**src/rtl/pipeline_hazard_scheduler_if.sv**
```systemverilog
// Decode-side handshake between the decoder/fetch logic and the hazard scheduler.
// The scheduler sits on the slave side; the decoder (or a bench) is the master.
interface pipeline_hazard_scheduler_if;
    logic [4:0]  dec_src0;
    logic        dec_src0_en;
    logic [4:0]  dec_src1;
    logic        dec_src1_en;
    logic [4:0]  dec_dst;
    logic        dec_dst_en;
    logic        dec_is_jump;
    logic        jump_taken;
    logic        pc_en;
    logic        pc_sel_jump;
    logic        issue_reg_en;
    logic        dec_valid;
    logic        stall;
    logic        exe_valid;
    logic        mem_valid;
    logic        wb_valid;
    logic        wb_write_en;
    logic [31:0] stall_cycles;

    modport master (
        output dec_src0, dec_src0_en, dec_src1, dec_src1_en,
               dec_dst, dec_dst_en, dec_is_jump, jump_taken,
        input  pc_en, pc_sel_jump, issue_reg_en, dec_valid, stall,
               exe_valid, mem_valid, wb_valid, wb_write_en, stall_cycles
    );

    modport slave (
        input  dec_src0, dec_src0_en, dec_src1, dec_src1_en,
               dec_dst, dec_dst_en, dec_is_jump, jump_taken,
        output pc_en, pc_sel_jump, issue_reg_en, dec_valid, stall,
               exe_valid, mem_valid, wb_valid, wb_write_en, stall_cycles
    );
endinterface

```
**src/rtl/pipeline_hazard_scheduler.sv**
```systemverilog
// Five-stage pipeline sequencer: tracks EXE/MEM/WB occupancy, stalls decode on
// RAW hazards against in-flight destinations and squashes on taken jumps.
module pipeline_hazard_scheduler #(
    parameter bit WB_BYPASS = 1'b0
) (
    input  logic                         clk,
    input  logic                         rst,
    pipeline_hazard_scheduler_if.slave   bus
);

    logic        iv;
    logic        vld_p0, vld_p1, vld_p2;
    logic [4:0]  dst_p0, dst_p1, dst_p2;
    logic        dst_en_p0, dst_en_p1, dst_en_p2;
    logic        jmp_p0;
    logic [31:0] stall_cnt;

    logic        hit_p0, hit_p1, hit_p2;
    logic        redirect;
    logic        stall;

    // Does the decode instruction read the given in-flight destination?
    function automatic logic reads_reg(input logic [4:0] dst,
                                       input logic       s0_en, input logic [4:0] s0,
                                       input logic       s1_en, input logic [4:0] s1);
        return (s0_en && (s0 == dst)) || (s1_en && (s1 == dst));
    endfunction

    // Debug counter wraps silently rather than saturating.
    function automatic logic [31:0] cnt_inc(input logic [31:0] c);
        return c + 32'd1;
    endfunction

    always_comb begin
        hit_p0 = vld_p0 && dst_en_p0 &&
                 reads_reg(dst_p0, bus.dec_src0_en, bus.dec_src0, bus.dec_src1_en, bus.dec_src1);
        hit_p1 = vld_p1 && dst_en_p1 &&
                 reads_reg(dst_p1, bus.dec_src0_en, bus.dec_src0, bus.dec_src1_en, bus.dec_src1);
        hit_p2 = !WB_BYPASS && vld_p2 && dst_en_p2 &&
                 reads_reg(dst_p2, bus.dec_src0_en, bus.dec_src0, bus.dec_src1_en, bus.dec_src1);
        redirect = vld_p0 && jmp_p0 && bus.jump_taken;
        // A taken jump squashes the decode slot, so it must never also be held.
        stall    = iv && (hit_p0 || hit_p1 || hit_p2) && !redirect;
    end

    assign bus.pc_en        = !stall;
    assign bus.pc_sel_jump  = redirect;
    assign bus.issue_reg_en = !stall;
    assign bus.dec_valid    = iv;
    assign bus.stall        = stall;
    assign bus.exe_valid    = vld_p0;
    assign bus.mem_valid    = vld_p1;
    assign bus.wb_valid     = vld_p2;
    assign bus.wb_write_en  = vld_p2 && dst_en_p2;
    assign bus.stall_cycles = stall_cnt;

    always_ff @(posedge clk or negedge rst) begin
        if (!rst) begin
            iv        <= 1'b0;
            vld_p0    <= 1'b0;
            dst_p0    <= 5'd0;
            dst_en_p0 <= 1'b0;
            jmp_p0    <= 1'b0;
            vld_p1    <= 1'b0;
            dst_p1    <= 5'd0;
            dst_en_p1 <= 1'b0;
            vld_p2    <= 1'b0;
            dst_p2    <= 5'd0;
            dst_en_p2 <= 1'b0;
            stall_cnt <= 32'd0;
        end else begin
            // Decode -> EXE
            if (redirect)
                iv <= 1'b0;
            else if (!stall)
                iv <= 1'b1;
            vld_p0    <= iv && !stall && !redirect;
            dst_p0    <= bus.dec_dst;
            dst_en_p0 <= bus.dec_dst_en;
            jmp_p0    <= bus.dec_is_jump;
            // EXE -> MEM
            vld_p1    <= vld_p0;
            dst_p1    <= dst_p0;
            dst_en_p1 <= dst_en_p0;
            // MEM -> WB
            vld_p2    <= vld_p1;
            dst_p2    <= dst_p1;
            dst_en_p2 <= dst_en_p1;
            if (stall)
                stall_cnt <= cnt_inc(stall_cnt);
        end
    end

endmodule

```
**src/flat_wrapper.sv**
```systemverilog
// flat-port wrapper written by rule: the top's interface ports become plain ports
module pipeline_hazard_scheduler_flat 
#(
    parameter bit WB_BYPASS = 1'b0
)
  (clk, rst, bus_dec_src0, bus_dec_src0_en, bus_dec_src1, bus_dec_src1_en, bus_dec_dst, bus_dec_dst_en, bus_dec_is_jump, bus_jump_taken, bus_pc_en, bus_pc_sel_jump, bus_issue_reg_en, bus_dec_valid, bus_stall, bus_exe_valid, bus_mem_valid, bus_wb_valid, bus_wb_write_en, bus_stall_cycles);
  pipeline_hazard_scheduler_if bus_i ();
  input  logic clk;
  input  logic rst;
  input wire logic [$bits(bus_i.dec_src0)-1:0] bus_dec_src0;
  input wire logic [$bits(bus_i.dec_src0_en)-1:0] bus_dec_src0_en;
  input wire logic [$bits(bus_i.dec_src1)-1:0] bus_dec_src1;
  input wire logic [$bits(bus_i.dec_src1_en)-1:0] bus_dec_src1_en;
  input wire logic [$bits(bus_i.dec_dst)-1:0] bus_dec_dst;
  input wire logic [$bits(bus_i.dec_dst_en)-1:0] bus_dec_dst_en;
  input wire logic [$bits(bus_i.dec_is_jump)-1:0] bus_dec_is_jump;
  input wire logic [$bits(bus_i.jump_taken)-1:0] bus_jump_taken;
  output wire logic [$bits(bus_i.pc_en)-1:0] bus_pc_en;
  output wire logic [$bits(bus_i.pc_sel_jump)-1:0] bus_pc_sel_jump;
  output wire logic [$bits(bus_i.issue_reg_en)-1:0] bus_issue_reg_en;
  output wire logic [$bits(bus_i.dec_valid)-1:0] bus_dec_valid;
  output wire logic [$bits(bus_i.stall)-1:0] bus_stall;
  output wire logic [$bits(bus_i.exe_valid)-1:0] bus_exe_valid;
  output wire logic [$bits(bus_i.mem_valid)-1:0] bus_mem_valid;
  output wire logic [$bits(bus_i.wb_valid)-1:0] bus_wb_valid;
  output wire logic [$bits(bus_i.wb_write_en)-1:0] bus_wb_write_en;
  output wire logic [$bits(bus_i.stall_cycles)-1:0] bus_stall_cycles;
  assign bus_i.dec_src0 = bus_dec_src0;
  assign bus_i.dec_src0_en = bus_dec_src0_en;
  assign bus_i.dec_src1 = bus_dec_src1;
  assign bus_i.dec_src1_en = bus_dec_src1_en;
  assign bus_i.dec_dst = bus_dec_dst;
  assign bus_i.dec_dst_en = bus_dec_dst_en;
  assign bus_i.dec_is_jump = bus_dec_is_jump;
  assign bus_i.jump_taken = bus_jump_taken;
  assign bus_pc_en = bus_i.pc_en;
  assign bus_pc_sel_jump = bus_i.pc_sel_jump;
  assign bus_issue_reg_en = bus_i.issue_reg_en;
  assign bus_dec_valid = bus_i.dec_valid;
  assign bus_stall = bus_i.stall;
  assign bus_exe_valid = bus_i.exe_valid;
  assign bus_mem_valid = bus_i.mem_valid;
  assign bus_wb_valid = bus_i.wb_valid;
  assign bus_wb_write_en = bus_i.wb_write_en;
  assign bus_stall_cycles = bus_i.stall_cycles;
  pipeline_hazard_scheduler #(.WB_BYPASS(WB_BYPASS)) u_core (.clk(clk), .rst(rst), .bus(bus_i));
endmodule
```
**config.mk**
```make
export PLATFORM = sky130hd
export DESIGN_NAME = pipeline_hazard_scheduler_flat
export DESIGN_NICKNAME = d
export VERILOG_FILES = /design/src/rtl/pipeline_hazard_scheduler_if.sv /design/src/rtl/pipeline_hazard_scheduler.sv /design/src/flat_wrapper.sv
export SDC_FILE = /design/constraint.sdc
export NUM_CORES = 1
export LEC_CHECK = 0
export ABC_CLOCK_PERIOD_IN_PS = 2400
export CORE_UTILIZATION = 28
export CTS_BUF_LIST = sky130_fd_sc_hd__clkbuf_8
export CTS_CLUSTER_SIZE = 24
export DETAILED_ROUTE_END_ITERATION = 8
export SLEW_MARGIN = 20
export SYNTH_ARGS = -nofsm -noshare
export SYNTH_HDL_FRONTEND = slang
export SYNTH_SLANG_ARGS = --single-unit
```
**constraint.sdc**
```tcl
create_clock -name clk -period 2.4 [get_ports clk]
set_input_delay 0.36 -clock clk [delete_from_list [all_inputs] [get_ports clk]]
set_output_delay 0.36 -clock clk [all_outputs]
set_load 0.02 [all_outputs]
```
## Word-level counts from Yosys, hierarchy flattened

Index checks and enable logic that the tools add are counted.

| word-level totals | value |
|---|---|
| register bits after elaboration | 55 |
| bits in latches | 0 |
| logic and storage cells | 47 |
| memory bits (read-only) | 0 |
| memories | 0 |
| memory bits (writable) | 0 |

| cells by class | value |
|---|---|
| equality and inequality tests | 7 |
| bitwise gates (word level) | 0 |
| reduce and logical (&&, ||, !) cells | 25 |
| multiply operators | 0 |
| magnitude comparators | 0 |
| div/mod/pow operators | 0 |
| mux-type cells | 2 |
| shifts and indexed selects | 0 |
| $add $sub $neg | 1 |

Operators with widths:

| cell | count |
|---|---|
| $add A32 B1 Y32 const B | 1 |
| $eq A5 B5 Y1 | 6 |
| $logic_and A1 B1 Y1 | 18 |
| $logic_or A1 B1 Y1 | 5 |
| $logic_not A1 Y1 | 2 |
| $mux W1 | 2 |
| $ne A2 B2 Y1 const B | 1 |

## Depth between registers and ports, before layout

Gate-level depths: netlist (run 1).

| depth | value |
|---|---|
| word-level depth | 11 |
| gate-level depth with buffers | 7 |

## Worst setup path before layout (run 1)

Ideal clock, no wire load.

| path | value |
|---|---|
| kind | flip-flop to output port |
| start point | register u_core.vld_p2, in the netlist u_core.bus.wb_valid |
| end point | output bus_pc_en |
| cell stages (with the launch flop) | 8 |
| setup slack | 124 ps |
| path buffers | 2 |
| data required time | 2040 ps |
| arrival | 1916 ps |
| cell sequence | dfrtp_1 and2_1 nand3_1 o22a_1 a31oi_2 buf_2 inv_1 buf_4 |

| between the ends | value |
|---|---|
| cells in the longest elaborated chain, start to end | 6 |

RTL lines:

| element | line | source |
|---|---|---|
| start: declaration | pipeline_hazard_scheduler.sv:12 | `logic vld_p0, vld_p1, vld_p2;` |
| start signal: assignment | pipeline_hazard_scheduler.sv:86 | `vld_p2 <= vld_p1;` |
| $logic_and A1 B1 Y1 | - |  |
| named net bus_wb_write_en | flat_wrapper.sv:26 | `output wire logic [$bits(bus_i.wb_write_en)-1:0] bus_wb_write_en;` |
| $logic_and A1 B1 Y1 | pipeline_hazard_scheduler.sv:39 | `hit_p2 = !WB_BYPASS && vld_p2 && dst_en_p2 &&` |
| $logic_or A1 B1 Y1 | pipeline_hazard_scheduler.sv:43 | `stall = iv && (hit_p0 \|\| hit_p1 \|\| hit_p2) && !redirect;` |
| $logic_and A1 B1 Y1 (2 in a row) | pipeline_hazard_scheduler.sv:43 |  |
| named net bus_stall | flat_wrapper.sv:22 | `output wire logic [$bits(bus_i.stall)-1:0] bus_stall;` |
| $logic_not A1 Y1 | - |  |
| end: declaration | flat_wrapper.sv:18 | `output wire logic [$bits(bus_i.pc_en)-1:0] bus_pc_en;` |

The timed path passes the listed nets, and every way through them passes these cells.

## Worst setup path after layout (run 1)

| path | value |
|---|---|
| start point | register u_core.dst_p2[0] |
| end point | output bus_issue_reg_en |

| between the ends | value |
|---|---|
| cells in the longest elaborated chain, start to end | 8 |
| elaborated cells between the ends (all ways) | 10 |
| classes of those cells | 2 x eq/ne; 8 x reduce/logical |

RTL lines:

| element | line | source |
|---|---|---|
| start: declaration | pipeline_hazard_scheduler.sv:13 | `logic [4:0] dst_p0, dst_p1, dst_p2;` |
| start signal: assignment | pipeline_hazard_scheduler.sv:87 | `dst_p2 <= dst_p1;` |
| $eq A5 B5 Y1 | pipeline_hazard_scheduler.sv:26 | `return (s0_en && (s0 == dst)) \|\| (s1_en && (s1 == dst));` |
| $logic_and A1 B1 Y1 | pipeline_hazard_scheduler.sv:26 |  |
| $logic_or A1 B1 Y1 * | pipeline_hazard_scheduler.sv:26 |  |
| $logic_and A1 B1 Y1 * | pipeline_hazard_scheduler.sv:39 |  |
| $logic_or A1 B1 Y1 * | pipeline_hazard_scheduler.sv:43 |  |
| $logic_and A1 B1 Y1 * (2 in a row) | pipeline_hazard_scheduler.sv:43 |  |
| $logic_not A1 Y1 * | pipeline_hazard_scheduler.sv:48 | `assign bus.issue_reg_en = !stall;` |
| end: declaration | flat_wrapper.sv:20 | `output wire logic [$bits(bus_i.issue_reg_en)-1:0] bus_issue_reg_en;` |

Every way passes the cells marked *; elsewhere a longest branch is shown, timed or not.

==> impl_metrics.csv, run 1 <==
group,metric,value,unit
pwr,total_leakage_power,0.001452,uW
setup_path,crit_start,"u_core.dst_p2[0]$_DFF_PN0_",
final_layout,stdcell_count,384,
clock_tree,cts_made_buffers,5,
setup_path,rr_startpoint,"u_core.dst_p2[0]$_DFF_PN0_",
die,die_x,96.56,um
clock_tree,cts_tree,"yes",
synth,yosysTopAreaCell,"dfrtp_1",
sta,holdWs,428.6,ps
die,die_h,96.56,um
sta,fin_crit_sh,95.00,%
job,max-cap-violations,0,
synth,syn_nets,232,
placed_design,io_buffers,62,
die,die_area,9324,um^2
final_layout,area_growth_syn_to_layout,35.58,%
setup_path,worstPathArrival,1920,ps
routing,wl_met3,229,um
synth,synth-seq-cells,55,
routing,wl_met2,2633,um
sta,max_freq,438.6,MHz
routing,post_drt_wl_per_cell,13.94,um
final_layout,diodes,0,
routing,drtPass1Iterations,4,
routing,postRouteAntennaNets,0,
setup_path,r2r_cells,6,
synth,ys_seq_area_share,54.97,%
placed_design,gp_congestion,0.8666,
die,ios,63,
setup_path,cp_max_fo,3,
synth,ys_warn_count,0,
clock_tree,postCtsSetupRepairBufs,0,
clock_tree,cts_root_buffer,"clkbuf_8",
grt,grt_pass1_wl,8707,um
die,rows,34,
hold_path,hold_class,"in2async",
setup_path,crit_required,2040,ps
placed_design,placed_cells,375,
synth,netlist_area,2504,um^2
synth,avgSynthCellArea,11.98,um^2
grt,grt_start_max_net_pins,50,
routing,met1Wirelength,2412,um
setup_path,startpoint_type,"flip-flop",
sta,hold_viol_final,0,
setup_path,path_class,"reg2out",
clock_tree,clk_pin_slew,90,ps
routing,drc,0,
sta,fin_crit,2280,ps
synth,synth_edf_count,0,
sta,worst_pin_slew,314.8,ps
final_layout,post_route_cells_drive_above_1_share,9.058,%
grt,grt_overflow,0,
clock_tree,cts_sinks,55,
grt,grtUsageTotal,12.39,%
synth,synth_top_cells_by_count,"dfrtp_1 (55), xnor2_1 (49), nand4_1 (21)",
routing,drt_iter0_markers,38,
synth,async_flop_share,100.0,%
sta,fin_skew,10.76,ps
sta,slew_headroom,79.01,%
clock_tree,clkLatencyLatePin,300,ps
die,start_util,28.85,%
final_layout,nNetsFinal,298,
grt,first_global_vias,1766,
routing,dr_total_vias,1763,
clock_tree,h-tree-depth,2,
sta,rsz0062_at_grt,"yes",
routing,vias_per_cell,4.591,
synth,ys.flop_type,"dfrtp_1",
run_status,outcome,"finished, final reports clean",
grt,antenna_found_initial,0,
pwr,power_density,544.2,nW/um^2
clock_tree,clockBufferDepth,2,
synth,ys_types,27,
sta,setup_violations,0,
synth,synth_top_area_share,54.97,%
setup_path,endpoint_kind,"output pin",
die,core_area,8678,um^2
routing,wirelength,5353,um
routing,top_layer,"met4",
placed_design,place_hpwl,4028,um
sta,slew_violations,0,
pwr,vdd_drop_max,0.0002449,V
synth,syn_inst,209,
synth,synth_most_common_cell,"dfrtp_1",
synth,synth.area.top_cells,"dfrtp_1 (55%), xnor2_1 (17%), nand4_1 (5.2%)",
setup_path,r2r_slack,410,ps
==> sequential cells by signal (all words and copies together), names as in the netlist <==
| signal | flops |
|---|---|
| u_core.bus.stall_cycles | 32 |
| u_core.dst_en_p0 | 1 |
| u_core.jmp_p0 | 1 |
| u_core.dst_en_p2 | 1 |
| u_core.bus.exe_valid | 1 |
| u_core.dst_p0 | 5 |
| u_core.bus.mem_valid | 1 |
| u_core.dst_p2 | 5 |
| u_core.dst_p1 | 5 |
| u_core.bus.dec_valid | 1 |
| u_core.dst_en_p1 | 1 |
| u_core.bus.wb_valid | 1 |
==> metrics by stage <==
step           TNS, ps  area (um^2)  power [uW]  setup slack [ps]  utilization (%)
5_1_grt         -62.45         3395        1947            -31.55            39.11
3_5_place_dp     -3182         3246        1334            -410.4            37.40
3_3_place_gp     -2295         3246        1333            -373.4            37.40
4_1_cts              0         3348        1873             59.69            38.58
2_1_floorplan        0         2504        1167             124.1                -
6_report             0         3395        1847             120.0            39.11
==> cell usage in the layout, fill, tap and decap left out, types with 5 or more instances in the layout <==
master | synthesis | final
and2_1 | 5 | 5
and3_1 | 14 | 14
clkbuf_8 | 0 | 7
clkdlybuf4s50_1 | 0 | 48
dfrtp_1 | 55 | 54
dlygate4sd2_1 | 0 | 13
nand2_1 | 8 | 8
nand3_1 | 15 | 15
nand4_1 | 21 | 21
nor3_1 | 5 | 5
xnor2_1 | 49 | 43
xnor2_2 | 0 | 6
xor2_1 | 12 | 12
==> kinds of logic after synthesis <==
kind of cell,synth area share (%)
AO/OA/AOI/OAI,1.549
XOR/XNOR,21.34
adder cells (fa/ha/maj),0.4997
buffers and inverters,2.049
flip-flops,54.97
multiplexers,0.4497
AND/OR/NAND/NOR,19.14
==> per-layer routing <==
metal	track usage, %	vias up
met2	20.31	35
met4	4.289	0
met1	15.85	864
met3	3.130	6
li1	-	858
met5	0	-
==> cell type report <==
cell class                      instances  area, um^2
Inverter                                2       7.507
Fill cell                             865        5284
Clock buffer                            7       96.34
Multi-Input combinational cell        145        1130
Timing Repair Buffer                   66       644.4
Tap cell                              108       135.1
Clock inverter                          1       3.754
Sequential cell                        55        1378
==> final timing paths <==
path | to
worst max-delay path | bus_issue_reg_en
worst min-delay path | u_core.dst_p0[4]$_DFF_PN0_
worst max register to register | u_core.bus.stall_cycles[1]$_DFFE_PN0P_
worst min register to register | u_core.dst_en_p2$_DFF_PN0_
max in group asynchronous | u_core.bus.stall_cycles[21]$_DFFE_PN0P_
min in group clk | u_core.dst_en_p2$_DFF_PN0_
==> repair_timing <==
item / 4_1_cts / 5_1_grt
hold endpoints to repair: 6 / 0
cloned: 0 / 0
pin swaps: 3 / 1
setup endpoints to repair: 3 / 3
hold buffers: 1 / 0
resized for setup: 14 / 7
==> power breakdown <==
| part | internal [uW] | total, uW | switching, uW |
|---|---|---|---|
| clock | 260 | 533 | 274 |
| sequential | 970 | 1020 | 54.6 |
| combinational | 148 | 289 | 141 |
| total | 1380 | 1850 | 469 |
==> critical path, cell delays in order (launching register included) <==
cell and delay [ps]:
dfrtp_1 440, xnor2_2 190, nand4_1 110, o22a_1 260, a31oi_4 240, inv_1 70, dlygate4sd2_1 320
No activity file was read; power rests on OpenSTA's default activity.
==> inputs of run 2 (changes only) <==
--- a/config.mk
+++ b/config.mk
@@ -10,6 +10,7 @@
 export CTS_BUF_LIST = sky130_fd_sc_hd__clkbuf_8
 export CTS_CLUSTER_SIZE = 24
 export DETAILED_ROUTE_END_ITERATION = 8
+export SETUP_SLACK_MARGIN = 0.02
 export SLEW_MARGIN = 20
 export SYNTH_ARGS = -nofsm -noshare
 export SYNTH_HDL_FRONTEND = slang
==> constraint.sdc (replaced) <==
create_clock -name clk -period 2.4 [get_ports clk]
set_input_delay 0.48 -clock clk [delete_from_list [all_inputs] [get_ports clk]]
set_output_delay 0.48 -clock clk [all_outputs]
set_load 0.02 [all_outputs]
==> run 2 against run 1 <==
Effect of this change:
- clock skew grew 3.6 ps
- final area shrank 1.5%
- utilization shrank 0.58 points
- critical path depth shrank 1
- routed wire length shrank 0.22%
- first-iteration DRC count grew 2.6%
- register-to-register slack lost 30 ps
- sequential share of layout area grew 0.57 points
- via count shrank 0.91%
- clock power shrank 12%
==> impl_metrics.csv, run 2 (synthesized netlist as in run 1, its figures left out) <==
group,metric,value,unit
clock_tree,clkLatencyLatePin,300,ps
grt,grtUsageTotal,12.59,%
final_layout,largest_reg_flops,32,
pwr,total_leakage_power,0.001451,uW
sta,hold_viol_final,0,
routing,drtPass1Iterations,4,
setup_path,endpoint_kind,"output pin",
die,start_util,28.85,%
final_layout,layout_commonest_cell,"dfrtp_1",
pwr,vdd_drop_max,0.0002354,V
hold_path,hold_class,"in2async",
clock_tree,cts_made_buffers,5,
placed_design,placed_cells,378,
sta,slew_headroom,63.25,%
die,die_area,9324,um^2
die,die_x,96.56,um
pwr,power.total,1783,uW
placed_design,gp_congestion,0.8720,
grt,grt_overflow,0,
clock_tree,clk_pin_slew,100,ps
sta,fin_crit,2280,ps
setup_path,cp_max_fo,3,
routing,drc,0,
die,core_area,8678,um^2
job,max-cap-violations,0,
clock_tree,cts_tree,"yes",
die,rows,34,
final_layout,diodes,0,
sta,slew_violations,0,
placed_design,io_buffers,62,
setup_path,rr_startpoint,"u_core.dst_p2[0]$_DFF_PN0_",
setup_path,crit_start,"bus_dec_src0_en",
sta,max_freq,438.6,MHz
clock_tree,cts_root_buffer,"clkbuf_8",
final_layout,multi_input_area,1109,um^2
clock_tree,h-tree-depth,2,
final_layout,area_growth_syn_to_layout,33.58,%
routing,dr_total_vias,1747,
final_layout,mostFrequentLayoutCells,"dfrtp_1 (55), clkdlybuf4s50_1 (47), xnor2_1 (46)",
die,ios,63,
die,die_h,96.56,um
sta,worst_pin_slew,551.2,ps
final_layout,stdcell_count,386,
routing,drt_iter0_markers,39,
setup_path,path_class,"in2out",
run_status,outcome,"finished, final reports clean",
setup_path,startpoint_type,"input pin",
grt,grt_start_max_net_pins,27,
final_layout,post_route_cells_drive_above_1_share,10.43,%
routing,post_drt_wl_per_cell,13.84,um
grt,first_global_vias,1782,
routing,wirelength,5341,um
routing,vias_per_cell,4.526,
sta,rsz0062_at_grt,"no",
setup_path,crit_required,1920,ps
sta,fin_crit_sh,94.99,%
setup_path,worstPathArrival,1800,ps
placed_design,place_hpwl,4101,um
clock_tree,clockBufferDepth,2,
final_layout,nNetsFinal,300,
sta,fin_skew,14.31,ps
final_layout,seq_area,1376,um^2
clock_tree,cts_sinks,55,
grt,grt_pass1_wl,8825,um
grt,antenna_found_initial,0,
final_layout,fill_cells,885,
pwr,power_density,533.0,nW/um^2
clock_tree,postCtsSetupRepairBufs,0,
routing,postRouteAntennaNets,0,
sta,setup_violations,0,
run 2: cell count changes in the layout (fill, tap and decap cells not counted), sizes merged:
cell	before	now
clkinv	0	1
dlygate4sd2	13	8
clkdlybuf4s50	48	47
buf	4	10
clkbuf	7	6
dlymetal6s2s	0	1
inv	3	4
dlygate4sd3	1	0
clkdlybuf4s15	0	1
run 2: area by class of cell:
type,count,share of cell area [%]
flip-flops and latches,55,41.15
multi-input cells,145,33.15
repair buffers,68,19.00
well taps,108,4.040
clock buffers,5,2.058
clock inverters,3,0.3741
inverters,2,0.2245
run 2: report_power, final:
group	leakage [uW]	switching (uW)	internal, uW
clock network	0.0000505	273	197
logic	0.000692	143	147
registers	0.000708	53.5	970
total	0.00145	469	1310
run 2: through the flow:
stage               hold slack [ps]  util [%]  setup WS [ps]  instance area, um^2  setup TNS [ps]
global placement              417.7     37.53         -606.2                 3257           -5243
floorplan                     184.4         -          75.28                 2505               0
detailed placement            410.2     37.53         -639.2                 3257           -6202
CTS                           168.2     38.32          10.00                 3326               0
global route                  195.0     38.54          28.85                 3344               0
finish                        151.3     38.54          120.2                 3344               0
run 2: repair_timing:
action,in CTS,in global routing
pin swaps,5,9
gates resized for setup,22,10
endpoints found under the setup margin,3,4
hold buffers,0,0
run 2: worst paths after layout:
check	to	depth (start not counted)	slack, ps
min	u_core.bus.stall_cycles[3]$_DFFE_PN0P_	1	150
max	bus_stall	5	120
min in group clk	u_core.dst_en_p1$_DFF_PN0_	0	430
max reg2reg	u_core.bus.stall_cycles[1]$_DFFE_PN0P_	6	380
min reg2reg	u_core.dst_en_p1$_DFF_PN0_	0	430
max in group asynchronous	u_core.bus.stall_cycles[14]$_DFFE_PN0P_	2	1610
run 2: routing by layer:
| layer | up-vias | GRT usage (%) | share of wire [%] |
|---|---|---|---|
| met5 | - | 0 | 0 |
| met3 | 8 | 3.052 | 4.1 |
| met2 | 41 | 20.13 | 48 |
| met1 | 835 | 16.59 | 46 |
| met4 | 0 | 4.412 | 1.6 |
| li1 | 863 | - | - |
run 2: critical path: stages:
cell and delay (ps):
clkdlybuf4s50_1 510, nand4_1 100, o22a_1 270, a31oi_4 230, buf_2 200
